`config.mk`:
```
export PLATFORM = sky130hd
export DESIGN_NAME = seq_divider_32_flat
export DESIGN_NICKNAME = d
export VERILOG_FILES = /design/src/rtl/arith_pkg.sv /design/src/rtl/seq_divider_32_if.sv /design/src/rtl/lzc32.sv /design/src/rtl/seq_divider_32.sv /design/src/flat_wrapper.sv
export SDC_FILE = /design/constraint.sdc
export NUM_CORES = 1
export LEC_CHECK = 0
export CAP_MARGIN = 20
export CELL_PAD_IN_SITES_DETAIL_PLACEMENT = 1
export CELL_PAD_IN_SITES_GLOBAL_PLACEMENT = 2
export CORE_MARGIN = 4
export CORE_UTILIZATION = 37
export DETAILED_ROUTE_END_ITERATION = 10
export PLACE_DENSITY_LB_ADDON = 0.1
export RECOVER_POWER = 25
export SYNTH_ARGS = -nofsm -noshare
export SYNTH_HDL_FRONTEND = slang
export SYNTH_SLANG_ARGS = --single-unit
export TNS_END_PERCENT = 5
```
`constraint.sdc`:
```
create_clock -name clk -period 22.1 [get_ports clk]
set_input_delay 4.42 -clock clk [delete_from_list [all_inputs] [get_ports clk]]
set_output_delay 4.42 -clock clk [all_outputs]
set_load 0.02 [all_outputs]
```
`src/rtl/arith_pkg.sv`:
```
// Shared constants and FSM state type for the sequential 32-bit signed divider.
package arith_pkg;

  localparam int unsigned DATA_W = 32;
  localparam int unsigned LZ_W   = 5;

  localparam logic [DATA_W-1:0] DIV0_QUOT = 32'hFFFF_FFFF;
  localparam logic [DATA_W-1:0] INT_MIN   = 32'h8000_0000;

  typedef enum logic [2:0] {
    StIdle,
    StPrep,
    StIter,
    StFix,
    StDone
  } state_e;

endpackage

```
`src/rtl/seq_divider_32_if.sv`:
```
// Request/result bundle for seq_divider_32.
//   start, dividend, divisor       : request side (driven by master)
//   busy, done, quotient, remainder,
//   div_by_zero, dividend_lz       : status/result side (driven by slave)
interface seq_divider_32_if;
  import arith_pkg::*;

  logic              start;
  logic [DATA_W-1:0] dividend;
  logic [DATA_W-1:0] divisor;
  logic              busy;
  logic              done;
  logic [DATA_W-1:0] quotient;
  logic [DATA_W-1:0] remainder;
  logic              div_by_zero;
  logic [LZ_W-1:0]   dividend_lz;

  modport master (
    output start, dividend, divisor,
    input  busy, done, quotient, remainder, div_by_zero, dividend_lz
  );

  modport slave (
    input  start, dividend, divisor,
    output busy, done, quotient, remainder, div_by_zero, dividend_lz
  );

endinterface

```
`src/rtl/lzc32.sv`:
```
// Combinational leading-zero counter.
//   value    : 32-bit input
//   count    : number of leading zeros, saturated at 31
//   all_zero : value == 0
module lzc32
  import arith_pkg::*;
(
  input  logic [DATA_W-1:0] value,
  output logic [LZ_W-1:0]   count,
  output logic              all_zero
);

  logic [5:0] cnt;
  logic       found;

  always_comb begin
    cnt   = '0;
    found = 1'b0;
    for (int i = DATA_W - 1; i >= 0; i--) begin
      if (!found) begin
        if (value[i]) found = 1'b1;
        else          cnt   = cnt + 6'd1;
      end
    end
  end

  // An all-zero input would count 32; report 31 so the result fits LZ_W bits.
  assign count    = cnt[5] ? 5'd31 : cnt[4:0];
  assign all_zero = (value == '0);

endmodule

```
`src/rtl/seq_divider_32.sv`:
```
// Sequential signed 32-bit divider, one restoring quotient bit per cycle.
// Iteration starts at the dividend's leading one, so latency is N+2 cycles
// with N = 32 - lz (N = 0 when either operand is zero).
//   clk, rst_n : clock, asynchronous active-low reset
//   bus        : request (start/dividend/divisor) and result/status signals
module seq_divider_32
  import arith_pkg::*;
(
  input  logic             clk,
  input  logic             rst_n,
  seq_divider_32_if.slave  bus
);

  state_e            state_q, state_d;
  logic              start_d_q;
  logic              accept;
  logic [DATA_W-1:0] op_a_q, op_b_q;
  logic              sign_a_q, sign_b_q;
  logic [DATA_W-1:0] abs_b_q, shift_a_q, quo_acc_q, rem_acc_q;
  logic [LZ_W-1:0]   lz_q;
  logic [5:0]        cnt_q;
  logic [DATA_W-1:0] quot_q, rem_q;
  logic              dbz_q;
  logic [LZ_W-1:0]   lz_out_q;

  logic [DATA_W-1:0] abs_a, abs_b, rem_next;
  logic [LZ_W-1:0]   lz_c;
  logic              a_zero, bypass, ge;
  logic [DATA_W:0]   trial;

  // Magnitude as unsigned: INT_MIN maps onto itself, which is the correct 2^31.
  assign abs_a  = op_a_q[DATA_W-1] ? ('0 - op_a_q) : op_a_q;
  assign abs_b  = op_b_q[DATA_W-1] ? ('0 - op_b_q) : op_b_q;
  assign bypass = a_zero || (op_b_q == '0);

  lzc32 u_lzc (
    .value    (abs_a),
    .count    (lz_c),
    .all_zero (a_zero)
  );

  // Restoring step: bring down the next dividend bit, subtract if it fits.
  assign trial    = {rem_acc_q, shift_a_q[DATA_W-1]};
  assign ge       = trial >= {1'b0, abs_b_q};
  assign rem_next = ge ? (trial[DATA_W-1:0] - abs_b_q) : trial[DATA_W-1:0];

  assign accept = bus.start && !start_d_q && (state_q == StIdle || state_q == StDone);

  always_comb begin
    state_d = state_q;
    unique case (state_q)
      StIdle, StDone: if (accept) state_d = StPrep;
      StPrep:         state_d = bypass ? StFix : StIter;
      StIter:         if (cnt_q == 6'd1) state_d = StFix;
      StFix:          state_d = StDone;
      default:        state_d = StIdle;
    endcase
  end

  always_ff @(posedge clk or negedge rst_n) begin
    if (!rst_n) state_q <= StIdle;
    else        state_q <= state_d;
  end

  always_ff @(posedge clk or negedge rst_n) begin
    if (!rst_n) begin
      start_d_q <= 1'b0;
      op_a_q    <= '0;
      op_b_q    <= '0;
      sign_a_q  <= 1'b0;
      sign_b_q  <= 1'b0;
      abs_b_q   <= '0;
      shift_a_q <= '0;
      quo_acc_q <= '0;
      rem_acc_q <= '0;
      lz_q      <= '0;
      cnt_q     <= '0;
      quot_q    <= '0;
      rem_q     <= '0;
      dbz_q     <= 1'b0;
      lz_out_q  <= '0;
    end else begin
      start_d_q <= bus.start;
      if (accept) begin
        op_a_q <= bus.dividend;
        op_b_q <= bus.divisor;
      end
      unique case (state_q)
        StPrep: begin
          sign_a_q  <= op_a_q[DATA_W-1];
          sign_b_q  <= op_b_q[DATA_W-1];
          abs_b_q   <= abs_b;
          // Align the leading one to the MSB so iteration starts at bit 31-lz.
          shift_a_q <= abs_a << lz_c;
          lz_q      <= lz_c;
          quo_acc_q <= '0;
          rem_acc_q <= '0;
          cnt_q     <= bypass ? 6'd0 : (6'd32 - {1'b0, lz_c});
        end
        StIter: begin
          rem_acc_q <= rem_next;
          quo_acc_q <= {quo_acc_q[DATA_W-2:0], ge};
          shift_a_q <= {shift_a_q[DATA_W-2:0], 1'b0};
          cnt_q     <= cnt_q - 6'd1;
        end
        StFix: begin
          lz_out_q <= lz_q;
          if (op_b_q == '0) begin
            quot_q <= DIV0_QUOT;
            rem_q  <= op_a_q;
            dbz_q  <= 1'b1;
          end else begin
            // INT_MIN / -1 yields magnitude 2^31 with a positive sign -> INT_MIN.
            quot_q <= (sign_a_q ^ sign_b_q) ? ('0 - quo_acc_q) : quo_acc_q;
            rem_q  <= sign_a_q ? ('0 - rem_acc_q) : rem_acc_q;
            dbz_q  <= 1'b0;
          end
        end
        default: ;
      endcase
    end
  end

  assign bus.busy        = (state_q == StPrep) || (state_q == StIter) || (state_q == StFix);
  assign bus.done        = (state_q == StDone);
  assign bus.quotient    = quot_q;
  assign bus.remainder   = rem_q;
  assign bus.div_by_zero = dbz_q;
  assign bus.dividend_lz = lz_out_q;

endmodule

```
`src/flat_wrapper.sv`:
```
// flat-port wrapper written by rule: the top's interface ports become plain ports
module seq_divider_32_flat import arith_pkg::*;
  (clk, rst_n, bus_start, bus_dividend, bus_divisor, bus_busy, bus_done, bus_quotient, bus_remainder, bus_div_by_zero, bus_dividend_lz);
  seq_divider_32_if bus_i ();
  input  logic clk;
  input  logic rst_n;
  input wire logic [$bits(bus_i.start)-1:0] bus_start;
  input wire logic [$bits(bus_i.dividend)-1:0] bus_dividend;
  input wire logic [$bits(bus_i.divisor)-1:0] bus_divisor;
  output wire logic [$bits(bus_i.busy)-1:0] bus_busy;
  output wire logic [$bits(bus_i.done)-1:0] bus_done;
  output wire logic [$bits(bus_i.quotient)-1:0] bus_quotient;
  output wire logic [$bits(bus_i.remainder)-1:0] bus_remainder;
  output wire logic [$bits(bus_i.div_by_zero)-1:0] bus_div_by_zero;
  output wire logic [$bits(bus_i.dividend_lz)-1:0] bus_dividend_lz;
  assign bus_i.start = bus_start;
  assign bus_i.dividend = bus_dividend;
  assign bus_i.divisor = bus_divisor;
  assign bus_busy = bus_i.busy;
  assign bus_done = bus_i.done;
  assign bus_quotient = bus_i.quotient;
  assign bus_remainder = bus_i.remainder;
  assign bus_div_by_zero = bus_i.div_by_zero;
  assign bus_dividend_lz = bus_i.dividend_lz;
  seq_divider_32 u_core (.clk(clk), .rst_n(rst_n), .bus(bus_i));
endmodule
```
# Word-level counts from Yosys, hierarchy flattened
# Cells that the tools add are included.
dict set report classes {
  add_sub_neg 38
  shifts 1
  n_eq_ne 7
  bitwise_logic 1
  order_cmp 1
  reduce_logical 13
  n_mux 142
}
# op count
set ops {}
lappend ops {{$mux W6} 63}
lappend ops {{$mux W32} 7}
lappend ops {{$pmux W32 S2} 3}
lappend ops {{$add A6 B1 Y6 const B} 31}
lappend ops {{$sub A1 B32 Y32 const A} 4}
lappend ops {{$logic_not A32 Y1} 2}
lappend ops {{$mux W1} 64}
lappend ops {{$ge A33 B32 Y1} 1}
lappend ops {{$shl A32 B5 Y32} 1}
lappend ops {{$sub A32 B32 Y32} 1}
lappend ops {{$pmux W3 S4} 1}
lappend ops {{$pmux W6 S2} 1}
lappend ops {{$eq A3 B2 Y1 const B} 2}
lappend ops {{$eq A6 B1 Y1 const B} 1}
lappend ops {{$mux W3} 2}
lappend ops {{$sub A6 B1 Y6 const B} 1}
lappend ops {{$sub A6 B5 Y6 const A} 1}
lappend ops {{$mux W5} 1}
lappend ops {{$logic_or A1 B1 Y1} 4}
lappend ops {{$ne A2 B1 Y1 const B} 2}
lappend ops {{$eq A3 B1 Y1 const B} 1}
lappend ops {{$eq A3 B3 Y1 const B} 1}
lappend ops {{$logic_not A3 Y1} 1}
lappend ops {{$logic_and A1 B1 Y1} 2}
lappend ops {{5 further kinds} 5}
dict set report word_totals {
  elab_cells 219
  output_inout_bits 72
  in_bits 67
  ff_bits 279
}

# Longest topological paths before layout
# Gate-level depths: netlist of run 1.
dict set report logic_depth {
  depth_word 100
  ltp_mapped 111
  ltp_nobuf 108
}

# By module
# From an unflattened synthesis of run 1, not the netlist that was laid out.
dict set report hier_totals {
  cells_unflattened 2483
  area_unflattened_um2 20915.1
}
# module cells_per_inst n_inst area_per_inst_um2
set modules_own_cells {}
lappend modules_own_cells {seq_divider_32 1921 1 17247.8}
lappend modules_own_cells {lzc32 562 1 3667.3}

# Least setup slack after synthesis of run 1
# No wires, ideal clock.
dict set report synth_path {
  path_kind {register -> register}
  from {register u_core.op_a_q[8]}
  to {register u_core.cnt_q[4]}
  t_arrival_ps 19935
  slack_ps 2046
  setup_time_ps 119
  required_ps 21981
  stages_incl_launch_ff 111
  n_path_buf 4
  cell_sequence {dfrtp_1 buf_2 nor4_4 nand4_1 buf_4 o41ai_1 xor2_1 inv_1 a21oi_1 ha_1 o21a_1 ha_1 mux2_2 o21a_1 ha_1 nand2_1 nand2_1 ha_1 (+75 left out) nand2_1 ha_1 nand2_1 a21boi_0 o311ai_1 xor2_1 and3_2 xor2_2 nand2_1 inv_2 buf_4 buf_2 ha_1 nand3_1 xnor2_1 o21ai_0 a21oi_1 nor2_1}
}
dict set report synth_via {
  elab_chain_len 100
  elab_cells_between_ends 156
  classes_between {add/sub: 33; mux: 121; reduce/logical: 2}
}
# item line_no
set synth_rtl {}
lappend synth_rtl {{start: declaration} seq_divider_32.sv:17} ;# logic [DATA_W-1:0] op_a_q, op_b_q;
lappend synth_rtl {{start signal: assignment} seq_divider_32.sv:85} ;# op_a_q <= bus.dividend;
lappend synth_rtl {{$sub A1 B32 Y32} seq_divider_32.sv:32} ;# assign abs_a = op_a_q[DATA_W-1] ? ('0 - op_a_q) : op_a_q;
lappend synth_rtl {{$mux W32 *} seq_divider_32.sv:32}
lappend synth_rtl {{$mux W1} lzc32.sv:21} ;# if (value[i]) found = 1'b1;
lappend synth_rtl {{$add A6 B1 Y6} lzc32.sv:22} ;# else cnt = cnt + 6'd1;
lappend synth_rtl {{$mux W6} lzc32.sv:21}
lappend synth_rtl {{$mux W6} lzc32.sv:20} ;# if (!found) begin
lappend synth_rtl {{$add A6 B1 Y6} lzc32.sv:22}
lappend synth_rtl {{$mux W6} lzc32.sv:21}
lappend synth_rtl {{(+84 left out)} --}
lappend synth_rtl {{$mux W6} lzc32.sv:20}
lappend synth_rtl {{$add A6 B1 Y6} lzc32.sv:22}
lappend synth_rtl {{$mux W6} lzc32.sv:21}
lappend synth_rtl {{$mux W6} lzc32.sv:20}
lappend synth_rtl {{$mux W5} lzc32.sv:28} ;# assign count = cnt[5] ? 5'd31 : cnt[4:0];
lappend synth_rtl {{$sub A6 B5 Y6} seq_divider_32.sv:98} ;# cnt_q <= bypass ? 6'd0 : (6'd32 - {1'b0, lz_c});
lappend synth_rtl {{$mux W6 *} seq_divider_32.sv:98}
lappend synth_rtl {{$pmux W6 S2 *} seq_divider_32.sv:88} ;# unique case (state_q)
lappend synth_rtl {{end signal: assignment} seq_divider_32.sv:98}
lappend synth_rtl {{end signal: assignment} seq_divider_32.sv:104} ;# cnt_q <= cnt_q - 6'd1;
lappend synth_rtl {{end: declaration} seq_divider_32.sv:21} ;# logic [5:0] cnt_q;
# Every way passes the cells marked *; elsewhere a longest branch is shown, timed or not.
# A chain may end at the register's enable or synchronous reset.

# Worst setup path after layout of run 1
dict set report layout_path {
  from {register u_core.op_a_q[1]}
  to {register u_core.shift_a_q[20]}
}
dict set report layout_via {
  elab_chain_len 99
  elab_cells_between_ends 160
  classes_between {add/sub: 32; shift: 1; mux: 127}
}
# item line_no
set layout_rtl {}
lappend layout_rtl {{$sub A1 B32 Y32} seq_divider_32.sv:32}
lappend layout_rtl {{$mux W32 *} seq_divider_32.sv:32}
lappend layout_rtl {{$mux W1} lzc32.sv:21}
lappend layout_rtl {{$add A6 B1 Y6} lzc32.sv:22}
lappend layout_rtl {{$mux W6} lzc32.sv:21}
lappend layout_rtl {{$mux W6} lzc32.sv:20}
lappend layout_rtl {{$add A6 B1 Y6} lzc32.sv:22}
lappend layout_rtl {{$mux W6} lzc32.sv:21}
lappend layout_rtl {{(+83 left out)} --}
lappend layout_rtl {{$mux W6} lzc32.sv:21}
lappend layout_rtl {{$mux W6} lzc32.sv:20}
lappend layout_rtl {{$add A6 B1 Y6} lzc32.sv:22}
lappend layout_rtl {{$mux W6} lzc32.sv:21}
lappend layout_rtl {{$mux W6} lzc32.sv:20}
lappend layout_rtl {{$mux W5} lzc32.sv:28}
lappend layout_rtl {{$shl A32 B5 Y32 *} seq_divider_32.sv:94} ;# shift_a_q <= abs_a << lz_c;
lappend layout_rtl {{$pmux W32 S2 *} seq_divider_32.sv:88}
lappend layout_rtl {{end signal: assignment} seq_divider_32.sv:94}
lappend layout_rtl {{end signal: assignment} seq_divider_32.sv:103} ;# shift_a_q <= {shift_a_q[DATA_W-2:0], 1'b0};
lappend layout_rtl {{end: declaration} seq_divider_32.sv:19} ;# logic [DATA_W-1:0] abs_b_q, shift_a_q, quo_acc_q, rem_acc_q;
# Marks and branches as above.

==> results of run 1 <==
[worst paths after layout]
kind	start	slack [ns]	to	cells after the start
max	u_core.op_a_q[1]	0.98	u_core.shift_a_q[20]	108
min	u_core.bus.quotient[18]	0.48	u_core.bus.quotient[18]	2
max reg2reg	u_core.op_a_q[1]	0.98	u_core.shift_a_q[20]	108
min reg2reg	u_core.bus.quotient[18]	0.48	u_core.bus.quotient[18]	2
max in group asynchronous	rst_n	11.45	u_core.op_a_q[20]	1
min in group asynchronous	rst_n	6.34	u_core.op_a_q[4]	1
[final cells by class]
| cell class | instances | area (um2) |
|---|---|---|
| multi-input combinational | 2018 | 13600 |
| tap | 756 | 946 |
| timing repair buffer | 244 | 2280 |
| clock inverter | 10 | 96.3 |
| inverter | 107 | 407 |
| sequential | 279 | 6990 |
| fill | 6699 | 31400 |
| clock buffer | 50 | 1010 |
[through the flow]
stage          instance area [um2]  hold WS, ns  cells  utilization, %  setup TNS [ns]
3_3_place_gp                 23700        0.461   3368            41.7               0
4_1_cts                      24800        0.485   3430            43.7               0
5_1_grt                      25300        0.505   3464            44.7           -2.05
2_1_floorplan                21300        0.446   2552               -               0
6_report                     25300        0.478   3464            44.7               0
3_5_place_dp                 23700        0.473   3368            41.7           -5.96
[synth_stat cells, types with 20 or more instances]
cell,instances,share of area [%]
a22oi_1,20,0.70
and3_1,20,0.59
or3_1,28,0.82
o21ai_0,270,6.3
mux2_2,84,4.4
or4_1,21,0.74
nand2b_1,25,0.73
a21oi_1,148,3.5
mux2i_1,51,2.4
xnor2_1,91,3.7
nor2_1,214,3.8
ha_1,69,4.1
inv_1,104,1.8
o22ai_1,22,0.65
o31ai_1,36,1.3
clkbuf_1,109,1.9
nand3_1,56,1.3
nor3_1,61,1.4
a22o_1,32,1.3
dfrtp_1,279,33
xor2_1,110,4.5
nand2_1,314,5.5
buf_2,22,0.52
nand4_1,24,0.70
[metal layers]
| metal | GRT usage [%] | wire [um] | vias to the layer above |
|---|---|---|---|
| li1 | - | - | 9427 |
| met1 | 36.2 | 37100 | 10100 |
| met2 | 42.3 | 37500 | 538 |
| met3 | 3.22 | 4090 | 87 |
| met4 | 5.51 | 1600 | 0 |
| met5 | 0 | 0 | - |
[worst max-delay path: cells and delay by family (launching register included)]
family	cells	cell delay, ns
flip-flops	1	0.43
AO/OA/AOI/OAI	31	5.73
multiplexers	10	1.95
adder cells (fa/ha/maj)	28	8.01
XOR/XNOR	3	0.78
AND/OR/NAND/NOR	27	3.13
buffers and inverters	9	0.97
[sequential cells by signal, summed over array words and instances (netlist names)]
| name | count |
|---|---|
| u_core.cnt_q | 6 |
| u_core.bus.quotient | 32 |
| u_core.op_a_q | 32 |
| u_core.start_d_q | 1 |
| u_core.bus.dividend_lz | 5 |
| u_core.quo_acc_q | 32 |
| u_core.sign_b_q | 1 |
| u_core.op_b_q | 32 |
| u_core.lz_q | 5 |
| u_core.bus.div_by_zero | 1 |
| u_core.abs_b_q | 32 |
| u_core.sign_a_q | 1 |
| u_core.bus.remainder | 32 |
| u_core.rem_acc_q | 32 |
| u_core.shift_a_q | 32 |
| u_core.state_q | 3 |
[cells by family (layout without fill, tap and decap cells)]
| group | Yosys count | count (layout) | synth area share [%] |
|---|---|---|---|
| flops | 279 | 279 | 32.8 |
| compound gates | 724 | 724 | 21.5 |
| fa+ha+maj | 71 | 71 | 4.19 |
| simple gates | 862 | 863 | 19.2 |
| mux | 140 | 140 | 7.37 |
| xor+xnor | 220 | 220 | 10.2 |
| buf+inv | 256 | 411 | 4.69 |
[repair_timing]
action / CTS / global route
resized for setup: 9 / 65
pin swaps: 3 / 23
cloned: 1 / 3
setup endpoints to repair: 32 / 43
buffers inserted: 1 / 31
==> impl_results.md, run 1 <==
- Status: finished, violations left
- Failing checks: max-capacitance violations, max-slew violations
- Detail Route Antenna Nets: 0
- Final Skew: about 0.024 ns
- First-pass GRT wire length: 124,000 um
- Most used cell, CP: ha_1
- Core ar.: roughly 57,000 um2
- DRC: 0
- Commonest non-fill, non-tap cell in the layout: nand2_1
- GPL Wtd Cong: between 0.9 and 1
- Min setup slack post-route: roughly 0.98 ns
- Mapped Avg Cell Area: roughly 8.3 um2
- Starting density of the core: a little under two fifths
- Final min period: around 21 ns
- Initial antenna violation count: 1
- Area growth syn-to-layout: 19.0%
- Total Routing Usage GR: between 20% and 30%
- WL/cell: around 23 um
- Slowest Stage Delay on Critical Path: 0.43 ns
- Ports: roughly 140
- Register bit total from synthesis: between 200 and 300
- Worst-Margin Slew: approximately 6.7 ns
- Critical path class: reg -> reg
- Worst-path clk slew: about 0.070 ns
- Syn Inst Count: about 2,600
- Synth async-reset ratio: 100%
- Synthesized Nets: 2,689
- CTS Buf Count: 36
- Total grt overflow: 0
- CTS H-Tree Depth: 2
- Layout cell share with drive strength beyond 1: a little over an eighth
- Input/output buffers: between 100 and 150
- Post-CTS Hold Buffers: 0
- DIE AREA: slightly above 60,000 um2
- Router iterations before antenna repair: 5
- Synth unique cells: around 110
- Synth warn: 0
- CP max FO: 6
- Final hold violation count: 0
- Max-cap violations: 5
- Final Cycle Share: between 90% and 100%
- Place WS: -0.378 ns
- Slew Viols, Final: roughly 340
- Rel. slew slack: -344%
- Root buffer cell: clkbuf_16
- Clk_lat worst skew: between 0.5 and 0.6 ns
- CP Launch Type: register
- Min-delay worst type: reg -> reg
- Final net count: 2,823
- Arrival time worst endpoint: ~22 ns
- Clk buf depth: 3
- Die height: between 200 and 250 um
- Sequential-to-total area share from yosys stat: about a third
- Crit path max-delay cell type: dfrtp_2
- Routed WL: ~80,000 um
- Dpl hpwl: around 60,000 um
- Synth Flop Type: dfrtp_1
- Post-synthesis cell area: between 20,000 and 25,000 um2
- Starting DRT DRC Count: 1,472
- ANT cells: 0
- DR vias/cell: between 5 and 6
- Die X: about 250 um
- DR vias: ~20,000
- CTS tree: yes
- Fmax: approximately 47 MHz
- Number of global-route vias before repair: ~20,000
- Rows: a little under 90
- Most frequent cells in the layout: nand2_1, dfrtp_1, o21ai_0
- Required @ worst endpoint: around 23 ns
- CTS sink cnt: approximately 280
- Largest net degree at the start of global routing: ~170
- Critical path endpoint category: register
- EDFF count, synth: 0
- Final Setup Violations: 0
Power of run 1 is left out: the tool's default activity adds up to more than one toggle a clock period on the data nets, which glitch-free logic cannot reach.
==> inputs of run 2 (changes only) <==
--- a/config.mk
+++ b/config.mk
@@ -11,8 +11,9 @@
 export CORE_MARGIN = 4
 export CORE_UTILIZATION = 37
 export DETAILED_ROUTE_END_ITERATION = 10
+export HOLD_SLACK_MARGIN = 0.02
 export PLACE_DENSITY_LB_ADDON = 0.1
-export RECOVER_POWER = 25
+export RECOVER_POWER = 100
 export SYNTH_ARGS = -nofsm -noshare
 export SYNTH_HDL_FRONTEND = slang
 export SYNTH_SLANG_ARGS = --single-unit
==> impl_results.md, run 2 (same netlist as run 1, synthesis figures left out) <==
- Status: finished, violations left
- Failing checks: max-capacitance violations, max-slew violations
- Commonest non-fill, non-tap cell in the layout: nand2_1
- Max-cap violations: 9
- Total grt overflow: 0
- Fmax: ~47 MHz
- Most frequent cells in the layout: nand2_1, dfrtp_1, o21ai_0
- Rel. slew slack: -477%
- DRC: 0
- Most used cell, CP: ha_1
- Slew Viols, Final: 655
- Largest net degree at the start of global routing: 167
- Detail Route Antenna Nets: 0
- Layout cell share with drive strength beyond 1: between 10% and 20%
- Post-CTS Hold Buffers: 0
- Origin of the worst min-delay path: u_core.bus.quotient[18]
- Hold Crit Depth: 2
- Final Setup Violations: 0
- CTS Buf Count: 36
- CTS sink cnt: 279
- DIE AREA: 61,500 um2
- Core ar.: 56,700 um2
- Ports: roughly 140
- CTS tree: yes
- Hold-critical path endpoint: u_core.bus.quotient[18]
- Root buffer cell: clkbuf_16
- Worst-path clk slew: about 0.070 ns
- FILL cells: between 6,000 and 7,000
- Routed WL: between 80,000 and 90,000 um
- Worst Path Buf+Inv: 8
- R2R depth: 107
- Total Routing Usage GR: 25.6%
- Input/output buffers: between 100 and 150
- GPL Wtd Cong: roughly 0.9
- CP max FO: 12
- WL/cell: roughly 23 um
- Clk buf depth: 3
- Starting DRT DRC Count: between 1,500 and 2,000
- Final net count: around 2,800
- Required @ worst endpoint: approximately 23 ns
- DR top layer: met4
- ANT cells: 0
- Min-delay worst type: reg -> reg
- Dpl hpwl: roughly 60,000 um
- Initial antenna violation count: 1
- Area growth syn-to-layout: 18.7%
- Critical R2R Capture: u_core.shift_a_q[23]
- Starting density of the core: between 30% and 40%
- DR vias: just over 20,000
- Slack of the worst reg-to-reg path: about 0.98 ns
- Arrival time worst endpoint: 21.54 ns
- Rows: 87
- CP delay by family, top: adder cells
- Number of global-route vias before repair: 20,600
- Met3 WL: 4060 um
- First-pass GRT wire length: 124,000 um
- Clk_lat worst skew: between 0.5 and 0.6 ns
- DR vias/cell: around 5.8
- Final hold violation count: 0
- CTS H-Tree Depth: 2
- Final min period: roughly 21 ns
- Router iterations before antenna repair: 5
- Final Cycle Share: between 90% and 100%
- Die height: about 250 um
- Crit path max-delay cell type: dfrtp_1
- Core Util, Final: between 40 and 50%
- Final Skew: 0.0241 ns
- Slowest Stage Delay on Critical Path: around 0.46 ns
- Worst-Margin Slew: ~8.7 ns
- Critical path class: reg -> reg
- Die X: around 250 um
- CP Launch Type: register
- Met2 Routed Length: between 30,000 and 40,000 um
- R2r startpoint: u_core.op_a_q[4]
- Critical path endpoint category: register
- M1 WL: 37,000 um
[run 2: cell count changes in the layout (fill, tap and decap cells not counted), sizes merged]
cell	before	now
clkdlybuf4s50	136	64
dlygate4sd3	1	73
buf	102	94
clkbuf	55	63
[run 2: per-stage QoR]
stage,area (um2),worst slack [ns],setup TNS [ns],cells,hold slack [ns]
2_1_floorplan,21300,2.05,0,2552,0.446
3_3_place_gp,23700,0.434,0,3368,0.461
3_5_place_dp,23700,-0.378,-5.96,3368,0.473
4_1_cts,24800,0.0454,0,3430,0.485
5_1_grt,25300,-0.154,-2.38,3464,0.499
6_report,25300,0.980,0,3464,0.473
[run 2: worst max path at each step]
stage,from,cells past startpoint,endpoint
after floorplan,u_core.op_a_q[8],110,u_core.cnt_q[4]
after global placement,u_core.op_a_q[0],106,u_core.shift_a_q[18]
after detailed placement,u_core.op_a_q[0],107,u_core.shift_a_q[21]
after CTS,u_core.op_a_q[1],106,u_core.shift_a_q[18]
after global routing,u_core.op_a_q[20],106,u_core.shift_a_q[21]
final,u_core.op_a_q[4],107,u_core.shift_a_q[23]
[run 2: final cells by class]
class,count,area (um2),area share [%]
Inverter,107,407,1.61
Clock inverter,10,96.3,0.381
Timing Repair Buffer,244,2240,8.86
Sequential cell,279,6990,27.7
Multi-Input combinational cell,2018,13600,53.7
Clock buffer,50,1010,4.01
Tap cell,756,946,3.74
[run 2: what timing repair did]
action                                  4_1_cts  5_1_grt
cloned                                        1        3
buffers inserted                              1       31
endpoints found under the hold margin         0        0
resized for setup                             9       65
endpoints found under the setup margin       32       43
pin swaps                                     3       23
[run 2: tightest hold or removal path, delay by kind of cell (launching register included)]
kind	cells	cell delay, ns
simple gates	1	0.05
flops	1	0.33
compound gates	1	0.06
[run 2: layer usage]
layer | track usage, % | vias up
met4 | 5.51 | 0
met5 | 0 | -
met3 | 3.22 | 81
li1 | - | 9428
met2 | 42.3 | 503
met1 | 36.2 | 10100
Power of run 2 is left out for the same reason.
==> inputs of run 3 (changes only) <==
--- a/config.mk
+++ b/config.mk
@@ -8,6 +8,7 @@
 export CAP_MARGIN = 20
 export CELL_PAD_IN_SITES_DETAIL_PLACEMENT = 1
 export CELL_PAD_IN_SITES_GLOBAL_PLACEMENT = 2
+export CORE_ASPECT_RATIO = 0.7
 export CORE_MARGIN = 4
 export CORE_UTILIZATION = 37
 export DETAILED_ROUTE_END_ITERATION = 10
==> impl_results.md, run 3 (same netlist as run 1, synthesis figures left out) <==
- Status: finished, violations left
- Failing checks: max-capacitance violations, max-slew violations
- R2r startpoint: u_core.op_a_q[2]
- Core ar.: around 57,000 um2
- Critical path class: reg -> reg
- DR vias: a little over 20,000
- ANT cells: 0
- Number of global-route vias before repair: 20,500
- First-pass GRT wire length: 126,000 um
- Arrival time worst endpoint: roughly 22 ns
- Routed WL: roughly 80,000 um
- Origin of the worst min-delay path: u_core.bus.quotient[11]
- Total Routing Usage GR: around a quarter
- Hold-critical path endpoint: u_core.bus.quotient[11]
- Core Util, Final: between 40 and 50%
- Slowest Stage Delay on Critical Path: approximately 0.52 ns
- Final Skew: 0.0361 ns
- Area growth syn-to-layout: 19.3%
- Input/output buffers: approximately 140
- CP max FO: 8
- Dpl hpwl: 62,600 um
- Slew Viols, Final: about 620
- Min-delay worst type: reg -> reg
- Starting DRT DRC Count: 1,681
- Worst Path Buf+Inv: 7
- Clk_lat worst skew: between 0.5 and 0.6 ns
- Initial antenna violation count: 3
- Final hold violation count: 0
- Router iterations before antenna repair: 6
- CTS H-Tree Depth: 1
- Rows: 73
- Setup TNS: 0 ns
- Total grt overflow: 0
- CP delay by family, top: adder cells
- WHS: around 0.47 ns
- Most frequent cells in the layout: nand2_1, dfrtp_1, o21ai_0
- Root buffer cell: clkbuf_16
- GPL Wtd Cong: approximately 0.94
- Critical path endpoint category: register
- Slack of the worst reg-to-reg path: 0.88 ns
- R2R depth: 106
- Die X: a little under 300 um
- Required @ worst endpoint: 22.54 ns
- Worst-path clk slew: 0.07 ns
- CTS Buf Count: 31
- Max-cap violations: 9
- Clk buf depth: 3
- Fmax: 47.1 MHz
- Final net count: ~2,800
- CTS tree: yes
- Final Setup Violations: 0
- CP Launch Type: register
- WL/cell: 23.6 um
- Hold Crit Depth: 2
- DR top layer: met4
- Worst-Margin Slew: 5.13 ns
- FILL cells: about 6,700
- Largest net degree at the start of global routing: between 90 and 100
- DRC: 0
- Met2 Routed Length: between 30,000 and 40,000 um
- Inst Count DP: between 3,000 and 4,000
- Detail Route Antenna Nets: 0
- Most used cell, CP: ha_1
- Die height: about 210 um
- Final min period: 21.22 ns
- Met3 WL: just under 6000 um
- Crit path max-delay cell type: nor4_2
- FF+latch area: roughly 7000 um2
- DIE AREA: around 62,000 um2
- Critical R2R Capture: u_core.shift_a_q[29]
- Final Cycle Share: a little over nine tenths
- Ports: 139
- Starting density of the core: between 30% and 40%
- CTS sink cnt: 279
- M1 WL: about 42,000 um
- Rel. slew slack: -242%
- Layout cell share with drive strength beyond 1: approximately 13%
- DR vias/cell: 5.93
- Final Non-Filler Cells: about 3,500
- Multi-input logic area: approximately 14,000 um2
- Commonest non-fill, non-tap cell in the layout: nand2_1
[run 3: changes by cell type in the layout (fill, tap and decap cells not counted), moves of 3 or more]
cell       change
clkbuf_8       +3
nand2_1        +3
clkbuf_1       -8
clkbuf_16      -7
bufinv_16      +5
buf_4         +35
[run 3: final cells by class]
type                    count  area share [%]
clock buffers              41            3.56
clock inverters            16           0.951
inverters                 107            1.59
well taps                 750            3.69
repair buffers            272            9.39
multi-input cells        2019            53.3
flip-flops and latches    279            27.5
[run 3: tightest hold or removal path, stage by stage (launching register included)]
cell     delay, ns
dfrtp_1       0.34
nand2_1       0.04
o21ai_0       0.06
[run 3: worst max-delay path by stage]
stage / from / to / slack [ns] / cells after the start
6_report: u_core.op_a_q[2] / u_core.shift_a_q[29] / 0.88 / 106
3_3_place_gp: u_core.op_a_q[1] / u_core.shift_a_q[28] / 0.74 / 106
4_1_cts: u_core.op_a_q[11] / u_core.shift_a_q[16] / 0.02 / 105
2_1_floorplan: u_core.op_a_q[8] / u_core.cnt_q[4] / 2.05 / 110
5_1_grt: u_core.op_a_q[1] / u_core.shift_a_q[29] / -0.15 / 107
3_5_place_dp: u_core.op_a_q[1] / u_core.shift_a_q[18] / -0.04 / 103
[run 3: metal layers]
layer,GRT usage [%],vias to the layer above
li1,-,9476
met1,41.7,10500
met2,36.6,657
met3,5.11,82
met4,3.96,0
met5,0,-
[run 3: what timing repair did]
item	CTS	global route
cloned	1	1
setup endpoints to repair	25	43
buffers inserted	0	22
pin swaps	3	21
gates resized for setup	6	42
hold buffers	0	0
[run 3: per-stage QoR]
step	worst slack, ns	cell area [um2]
final	0.876	25400
after global routing	-0.151	25400
after floorplan	2.05	21300
after global placement	0.740	24000
after detailed placement	-0.0379	24000
after CTS	0.0167	25100
Power of run 3 is left out for the same reason.
